<file path="src/rtl/mux2_rr_feeder_pkg.sv">
// Shared types and defaults for the mux2_rr_feeder arbiter slice.
package mux2_rr_feeder_pkg;

  typedef enum logic [1:0] {
    ST_IDLE = 2'd0,
    ST_G0   = 2'd1,
    ST_G1   = 2'd2
  } state_t;

  localparam int unsigned DEF_WIDTH    = 8;
  localparam int unsigned DEF_MAX_HOLD = 4;

endpackage

</file>
<file path="src/rtl/mux2_rr_feeder_grant_hold_counter.sv">
// Burst-length counter for the current grant: clear on grant change,
// count accepted transfers, saturate at MAX_HOLD.
module grant_hold_counter
  import mux2_rr_feeder_pkg::*;
#(
  parameter int unsigned MAX_HOLD = DEF_MAX_HOLD
) (
  input  logic clk,
  input  logic rst,
  input  logic clr,
  input  logic inc,
  output logic hold_done
);

  logic [7:0] cnt_r;

  // Counter register with clear priority over increment and saturation at MAX_HOLD.
  always_ff @(posedge clk) begin
    if (rst) begin
      cnt_r <= 8'd0;
    end else if (clr) begin
      cnt_r <= 8'd0;
    end else if (inc && (cnt_r < 8'(MAX_HOLD))) begin
      cnt_r <= cnt_r + 8'd1;
    end else begin
      cnt_r <= cnt_r;
    end
  end

  // High when the next accepted transfer completes (or has already completed) the burst.
  assign hold_done = (cnt_r >= 8'(MAX_HOLD - 1));

endmodule

</file>
<file path="src/rtl/mux2_rr_feeder.sv">
// Round-robin two-channel feeder with bounded burst and registered mux select.
// Optional macro MUX2RR_PARITY_EN adds the registered out_par output.
module mux2_rr_feeder
  import mux2_rr_feeder_pkg::*;
#(
  parameter int unsigned WIDTH    = DEF_WIDTH,
  parameter int unsigned MAX_HOLD = DEF_MAX_HOLD
) (
  input  logic             clk,
  input  logic             rst,
  input  logic             in0_valid,
  output logic             in0_ready,
  input  logic [WIDTH-1:0] in0_data,
  input  logic             in1_valid,
  output logic             in1_ready,
  input  logic [WIDTH-1:0] in1_data,
  output logic             sel,
  output logic             out_valid,
  input  logic             out_ready,
  output logic [WIDTH-1:0] out_data,
`ifdef MUX2RR_PARITY_EN
  output logic             out_par,
`endif
  output logic             out_src
);

`ifdef MUX2RR_PARITY_EN
  function automatic logic even_par(input logic [WIDTH-1:0] d);
    return ^d;
  endfunction
`endif

  state_t state_r;
  state_t state_nxt_s;
  logic   last_r;
  logic   bubble_r;
  logic   hold_switch_s;
  logic   hold_done_s;
  logic   slot_free_s;
  logic   xfer0_s;
  logic   xfer1_s;

  // A hold-driven switch coincides with a transfer; bubble_r gives the new select one idle cycle.
  assign slot_free_s = !out_valid || out_ready;
  assign in0_ready   = (state_r == ST_G0) && !bubble_r && slot_free_s;
  assign in1_ready   = (state_r == ST_G1) && !bubble_r && slot_free_s;
  assign xfer0_s     = in0_valid && in0_ready;
  assign xfer1_s     = in1_valid && in1_ready;

  grant_hold_counter #(.MAX_HOLD(MAX_HOLD)) u_hold (
    .clk       (clk),
    .rst       (rst),
    .clr       (state_nxt_s != state_r),
    .inc       (xfer0_s || xfer1_s),
    .hold_done (hold_done_s)
  );

  // Next grant: idle arbitration, valid-drop handoff and burst-limit handoff.
  always_comb begin
    state_nxt_s   = state_r;
    hold_switch_s = 1'b0;
    case (state_r)
      ST_IDLE: begin
        if (in0_valid && in1_valid) begin
          state_nxt_s = last_r ? ST_G0 : ST_G1;
        end else if (in0_valid) begin
          state_nxt_s = ST_G0;
        end else if (in1_valid) begin
          state_nxt_s = ST_G1;
        end else begin
          state_nxt_s = ST_IDLE;
        end
      end
      ST_G0: begin
        if (!in0_valid) begin
          state_nxt_s = in1_valid ? ST_G1 : ST_IDLE;
        end else if (xfer0_s && hold_done_s && in1_valid) begin
          state_nxt_s   = ST_G1;
          hold_switch_s = 1'b1;
        end else begin
          state_nxt_s = ST_G0;
        end
      end
      ST_G1: begin
        if (!in1_valid) begin
          state_nxt_s = in0_valid ? ST_G0 : ST_IDLE;
        end else if (xfer1_s && hold_done_s && in0_valid) begin
          state_nxt_s   = ST_G0;
          hold_switch_s = 1'b1;
        end else begin
          state_nxt_s = ST_G1;
        end
      end
      default: begin
        state_nxt_s = ST_IDLE;
      end
    endcase
  end

  // Grant state, last-served channel and registered mux select.
  always_ff @(posedge clk) begin
    if (rst) begin
      state_r  <= ST_IDLE;
      sel      <= 1'b0;
      last_r   <= 1'b1;
      bubble_r <= 1'b0;
    end else begin
      state_r  <= state_nxt_s;
      bubble_r <= hold_switch_s;
      if (state_nxt_s != state_r) begin
        if (state_r == ST_G0) begin
          last_r <= 1'b0;
        end else if (state_r == ST_G1) begin
          last_r <= 1'b1;
        end else begin
          last_r <= last_r;
        end
        if (state_nxt_s == ST_G0) begin
          sel <= 1'b0;
        end else if (state_nxt_s == ST_G1) begin
          sel <= 1'b1;
        end else begin
          sel <= sel;
        end
      end
    end
  end

  // Output register: capture on transfer, otherwise drain when downstream accepts.
  always_ff @(posedge clk) begin
    if (rst) begin
      out_valid <= 1'b0;
      out_data  <= '0;
      out_src   <= 1'b0;
`ifdef MUX2RR_PARITY_EN
      out_par   <= 1'b0;
`endif
    end else if (xfer0_s || xfer1_s) begin
      out_valid <= 1'b1;
      out_data  <= xfer1_s ? in1_data : in0_data;
      out_src   <= xfer1_s;
`ifdef MUX2RR_PARITY_EN
      out_par   <= even_par(xfer1_s ? in1_data : in0_data);
`endif
    end else if (out_valid && out_ready) begin
      out_valid <= 1'b0;
    end else begin
      out_valid <= out_valid;
    end
  end

endmodule

</file>
<file path="config.mk">
export PLATFORM = sky130hd
export DESIGN_NAME = mux2_rr_feeder
export DESIGN_NICKNAME = d
export VERILOG_FILES = /design/src/rtl/mux2_rr_feeder_pkg.sv /design/src/rtl/mux2_rr_feeder_grant_hold_counter.sv /design/src/rtl/mux2_rr_feeder.sv
export SDC_FILE = /design/constraint.sdc
export NUM_CORES = 1
export LEC_CHECK = 0
export ABC_AREA = 1
export CORE_AREA = 4 4 58 60
export DETAILED_ROUTE_END_ITERATION = 8
export DIE_AREA = 0 0 62 64
export GPL_TIMING_DRIVEN = 0
export PLACE_DENSITY = 0.74
export SLEW_MARGIN = 15
export SYNTH_ARGS = -nofsm -noshare
export SYNTH_HDL_FRONTEND = slang
export SYNTH_HIERARCHICAL = 1
export SYNTH_SLANG_ARGS = --single-unit
</file>
<file path="constraint.sdc">
create_clock -name clk -period 5.6 [get_ports clk]
set_input_delay 0.84 -clock clk [delete_from_list [all_inputs] [get_ports clk]]
set_output_delay 0.84 -clock clk [all_outputs]
set_load 0.02 [all_outputs]
</file>
==> results.sh, run 1 <==
export IMPL_grt_setup_unrepaired="no"
export IMPL_die_w_um=62
export IMPL_antenna_cells=0
export IMPL_r2r_start="state_r[0]"
export IMPL_power_density_mw_per_mm2=263
export IMPL_dieHeight_um=64
export IMPL_routed_wl_um=2660
export IMPL_startpoint="out_ready"
export IMPL_synth_area_mm2=0.00124
export IMPL_end_kind="output port"
export IMPL_h_tree_depth=1
export IMPL_postCtsHoldBufs=0
export IMPL_critical_path_class="in2out"
export IMPL_cpPeakStageDelay_ns=0.59
export IMPL_rows=20
export IMPL_cp_max_fo=5
export IMPL_finalHoldViolCount=0
export IMPL_core_area_mm2=0.00293
export IMPL_syn_area_per_cell_um2=7.37
export IMPL_post_route_cell_area_mm2=0.00164
export IMPL_insertion_delay_ns=0.31
export IMPL_cts_root_buf="clkbuf_4"
export IMPL_yosysUniqueCellTypes=19
export IMPL_ir_worst_vdd_v=0.000171
export IMPL_fillers=267
export IMPL_cts_tree="done"
export IMPL_drive_gt1_share_pct=19.5
export IMPL_setup_viol=0
export IMPL_drv_cap=0
export IMPL_drtIter0Drc=43
export IMPL_numCtsBuffers=3
export IMPL_clock_sinks=23
export IMPL_wl_per_cell_um=11.2
export IMPL_fin_util_pct=55.9
export IMPL_finalNetCount=233
export IMPL_finalMaxSlewViolations=0
export IMPL_clock_path_buffers=2
export IMPL_yosysWarnings=6
export IMPL_path_cells="clkdlybuf4s50_1 > inv_1 > nand2_1 > nand2_1 > inv_1 > clkdlybuf4s50_1"
export IMPL_dp_hpwl_um=2180
export IMPL_first_global_vias=1156
export IMPL_worstMarginPinSlew_ns=0.442
export IMPL_postCtsSetupBuffers=0
export IMPL_min_path_cells=2
export IMPL_final_common_cell="clkdlybuf4s50_1"
export IMPL_hp_class="reg2reg"
export IMPL_grt_use_total_pct=14.7
export IMPL_drt_pass1_iterations=5
export IMPL_drc=0
export IMPL_gp_congestion=0.783
export IMPL_fp_dieArea_mm2=0.00397
export IMPL_ys_seq_elements=23
export IMPL_yosysSeqAreaShare_pct=37.2
export IMPL_io_pins=34
export IMPL_grt_ovfl_total=0
export IMPL_cp_arrival_ns=2.30
export IMPL_antenna_found_initial=0
export IMPL_grt_max_degree=14
export IMPL_antenna_left=0
export IMPL_crit_path_top_delay_cell="clkdlybuf4s50_1"
export IMPL_synth_nets=195
export IMPL_clock_skew_ns=0.0133
export IMPL_cts_resized=0
export IMPL_port_buffers=33
export IMPL_area_growth_pct=32.3
export IMPL_cts_reportedPaths_clkPinSlew_ns=0.13
export IMPL_initial_core_util_pct=42.3
export IMPL_cp_start_kind="input pin"
export IMPL_status="finished, final reports clean"
export IMPL_num_vias=1158
export IMPL_dpl_cell_area_mm2=0.00161
export IMPL_mostFrequentLayoutCells="33 x clkdlybuf4s50_1, 31 x nand2_1, 23 x dfxtp_1"
export IMPL_netlist_instances=168
export IMPL_worstHoldStart="u_hold/cnt_r[6]"
export IMPL_viasPerCell=4.87
export IMPL_fmax_mhz=318
export IMPL_reg2reg_depth=13
export IMPL_fin_crit_ns=3.14
export IMPL_fin_crit_sh_pct=56.1
export IMPL_grt_pass1_wl_um=4620
export IMPL_slew_headroom_pct=70.5
export IMPL_fin_tns_setup_ns=0
export IMPL_worst_ep_required_time_ns=4.76
export IMPL_power_leakage_nw=0.699
## registers in the layout, summed over array words and instances (netlist names)
signal,cells
u_hold/cnt_r,8
out_data,8
out_src,1
bubble_r,1
out_valid,1
last_r,1
sel,1
state_r,2
## critical path: cells and delay by family
family | cells | cell delay [ns]
buffers and inverters | 4 | 1.15
AND/OR/NAND/NOR | 2 | 0.30
## layout make-up
cell class                      count  area (um^2)  area share (%)
Multi-Input combinational cell    116          668            40.8
Sequential cell                    23          460            28.1
Timing Repair Buffer               33          330            20.2
Inverter                           28          105            6.42
Tap cell                           33         41.3            2.52
Clock buffer                        3         22.5            1.38
Clock inverter                      1         5.00           0.306
Buffer                              1         3.75           0.229
## cell usage after synthesis
cell type  number  share of area (%)
a21oi_1         6                2.4
a21oi_2         2                1.4
a31oi_1         4                2.0
clkbuf_1        1               0.30
dfxtp_1        23                 37
ha_1            6                6.1
inv_1          19                5.8
inv_2           9                2.7
nand2_1        31                9.4
nand2_2         9                4.5
nand2_4         2                1.8
nand3_1        15                6.1
nand3_2         6                4.9
nor2_1         18                5.5
nor2_2          5                2.5
nor2_4          3                2.7
o211ai_1        1               0.61
o21ai_0         4                1.6
o21bai_1        4                2.4
## layer usage
| metal | track usage [%] | wire, um | vias to the layer above |
|---|---|---|---|
| li1 | - | - | 602 |
| met1 | 18.3 | 1200 | 517 |
| met2 | 24.6 | 1280 | 35 |
| met3 | 3.23 | 156 | 4 |
| met4 | 4.51 | 25 | 0 |
| met5 | 0 | 0 | - |
## metrics by stage
| stage | setup WS [ns] | cells | hold slack [ns] | total power (W) |
|---|---|---|---|---|
| floorplan | 3.49 | 168 | 0.431 | 0.000302 |
| global placement | 2.46 | 234 | 0.438 | 0.000353 |
| detailed placement | 2.46 | 234 | 0.443 | 0.000360 |
| CTS | 2.45 | 238 | 0.462 | 0.000435 |
| global route | 2.38 | 238 | 0.487 | 0.000461 |
| finish | 2.46 | 238 | 0.461 | 0.000431 |
## final timing paths
| path | endpoint | slack (ns) |
|---|---|---|
| setup reg to reg | u_hold/cnt_r[1] | 3.58 |
| setup / recovery | in1_ready | 2.46 |
| hold reg to reg | u_hold/cnt_r[6] | 0.46 |
| hold / removal | u_hold/cnt_r[6] | 0.46 |
## power by group
group / switching (W) / internal, W
Combinational: 0.0000944 / 0.0000721
Sequential: 0.0000108 / 0.000178
Clock: 0.0000485 / 0.0000266
Total: 0.000154 / 0.000277
## kinds of logic after synthesis
logic type	count (synthesis)	share of synthesized area (%)
AND/OR/NAND/NOR	89	37.4
buffers and inverters	29	8.80
flip-flops	23	37.2
AO/OA/AOI/OAI	21	10.5
adder cells (fa/ha/maj)	6	6.07
(Power assumes the default switching activity.)
==> run 2, diff against run 1 <==
- CORE_AREA: 4 4 58 60 -> 4 4 60 62
- DIE_AREA: 0 0 62 64 -> 0 0 64 66
- PLACE_DENSITY: 0.74 -> 0.72
- clock period: 5.6 -> 2.88 ns (I/O delays scaled with it)
==> results.sh, run 2 (synthesized netlist as in run 1, its figures left out) <==
export IMPL_status="finished, final reports clean"
export IMPL_io_pins=34
export IMPL_drive_gt1_share_pct=19.5
export IMPL_clock_sinks=23
export IMPL_cts_root_buf="clkbuf_4"
export IMPL_clock_skew_ns=0.00854
export IMPL_timing_final_ws_setup_ns=0.519
export IMPL_worst_ep_required_time_ns=2.45
export IMPL_antenna_found_initial=0
export IMPL_min_path_cells=2
export IMPL_p_comb_share_pct=38.5
export IMPL_p_sw_share_pct=35.6
export IMPL_ir_worst_vdd_v=0.000330
export IMPL_grt_max_degree=14
export IMPL_grt_use_total_pct=12.9
export IMPL_gp_congestion=0.814
export IMPL_cp_start_kind="flop"
export IMPL_place_ws_ns=0.490
export IMPL_cpPeakStageDelay_ns=0.59
export IMPL_cts_reportedPaths_clkPinSlew_ns=0.13
export IMPL_critical_path_class="reg2out"
export IMPL_clock_path_buffers=2
export IMPL_hp_class="reg2reg"
export IMPL_drc=0
export IMPL_core_area_mm2=0.00303
export IMPL_cts_tree="done"
export IMPL_power_leakage_nw=0.699
export IMPL_postCtsSetupBuffers=0
export IMPL_grt_pass1_wl_um=4420
export IMPL_slew_headroom_pct=69.7
export IMPL_num_vias=1122
export IMPL_port_buffers=33
export IMPL_rows=20
export IMPL_h_tree_depth=1
export IMPL_drt_pass1_iterations=6
export IMPL_wl_per_cell_um=10.2
export IMPL_insertion_delay_ns=0.31
export IMPL_reg2reg_depth=13
export IMPL_fin_crit_ns=2.36
export IMPL_initial_core_util_pct=40.9
export IMPL_worstMarginPinSlew_ns=0.454
export IMPL_grt_setup_unrepaired="no"
export IMPL_dp_hpwl_um=1990
export IMPL_fin_tns_setup_ns=0
export IMPL_finalMaxSlewViolations=0
export IMPL_drv_cap=0
export IMPL_first_global_vias=1042
export IMPL_mostFrequentLayoutCells="33 x clkdlybuf4s50_1, 31 x nand2_1, 23 x dfxtp_1"
export IMPL_die_w_um=64
export IMPL_end_kind="output port"
export IMPL_grt_ovfl_total=0
export IMPL_path_cells="inv_1 > ha_1 > inv_1 > nor2_2 > nand2_1 > inv_1 > clkdlybuf4s50_1"
export IMPL_numCtsBuffers=3
export IMPL_internal_power_w=0.000538
export IMPL_finalHoldViolCount=0
export IMPL_finalNetCount=233
export IMPL_power_switching_w=0.000297
export IMPL_seqPwrFrac_pct=43.7
export IMPL_clockPowerShare_pct=17.8
export IMPL_viasPerCell=4.51
export IMPL_power_density_mw_per_mm2=506
export IMPL_setup_viol=0
export IMPL_antenna_left=0
export IMPL_cp_arrival_ns=1.93
export IMPL_cp_max_fo=4
export IMPL_final_common_cell="clkdlybuf4s50_1"
export IMPL_routed_wl_um=2540
export IMPL_cts_resized=0
export IMPL_area_growth_pct=33.4
export IMPL_top_regs="out_data (8), u_hold/cnt_r (8), state_r (2)"
export IMPL_fin_crit_sh_pct=82.0
export IMPL_crit_path_top_delay_cell="clkdlybuf4s50_1"
export IMPL_fp_dieArea_mm2=0.00422
export IMPL_postCtsHoldBufs=0
export IMPL_fmax_mhz=424
export IMPL_dieHeight_um=66
export IMPL_fillers=311
export IMPL_antenna_cells=0
export IMPL_crit_top_cell="inv_1"
export IMPL_drtIter0Drc=45
run 2: cell counts in the layout (fill, tap and decap cells not counted):
Identical to the previous run, type by type.
run 2: cell type report:
| cell class | count | area, um^2 | share of cell area (%) |
|---|---|---|---|
| clock inverters | 1 | 5.00 | 0.303 |
| repair buffers | 33 | 330 | 20.0 |
| well taps | 44 | 55.1 | 3.34 |
| inverters | 28 | 105 | 6.37 |
| multi-input cells | 116 | 668 | 40.5 |
| plain buffers | 1 | 3.75 | 0.227 |
| flip-flops and latches | 23 | 460 | 27.9 |
| clock buffers | 3 | 22.5 | 1.36 |
run 2: worst paths after layout:
check	from	endpoint	slack, ns
hold / removal	u_hold/cnt_r[6]	u_hold/cnt_r[6]	0.46
setup / recovery	state_r[0]	in1_ready	0.52
hold reg to reg	u_hold/cnt_r[6]	u_hold/cnt_r[6]	0.46
setup reg to reg	state_r[0]	u_hold/cnt_r[0]	0.87
run 2: power groups by stage:
stage | logic [W] | clock network, W | registers (W)
2_1_floorplan | 0.000194 | 0 | 0.000392
3_3_place_gp | 0.000321 | 0 | 0.000371
3_5_place_dp | 0.000324 | 0 | 0.000372
4_1_cts | 0.000325 | 0.000158 | 0.000365
5_1_grt | 0.000358 | 0.000177 | 0.000369
6_report | 0.000321 | 0.000149 | 0.000365
run 2: layer usage:
metal / vias up / part of all wire, % / track usage (%)
met4: 0 / 0.55 / 3.23
met1: 486 / 50 / 15.9
met3: 2 / 7.7 / 4.59
li1: 605 / - / -
met5: - / 0 / 0
met2: 29 / 42 / 21.2
run 2: metrics by stage:
stage	cell area (um^2)	std cells	utilization [%]	power, W	hold slack, ns
after floorplan	1240	168	-	0.000586	0.431
after global placement	1620	245	53.6	0.000693	0.441
after detailed placement	1620	245	53.6	0.000695	0.440
after CTS	1650	249	54.5	0.000848	0.459
after global routing	1650	249	54.5	0.000904	0.483
final	1650	249	54.5	0.000835	0.460
run 2: critical path: cells and delay by family (launching register included):
kind	cells	cell delay [ns]
buffers and inverters	4	0.83
flip-flops	1	0.37
AND/OR/NAND/NOR	2	0.23
adder cells (fa/ha/maj)	1	0.18
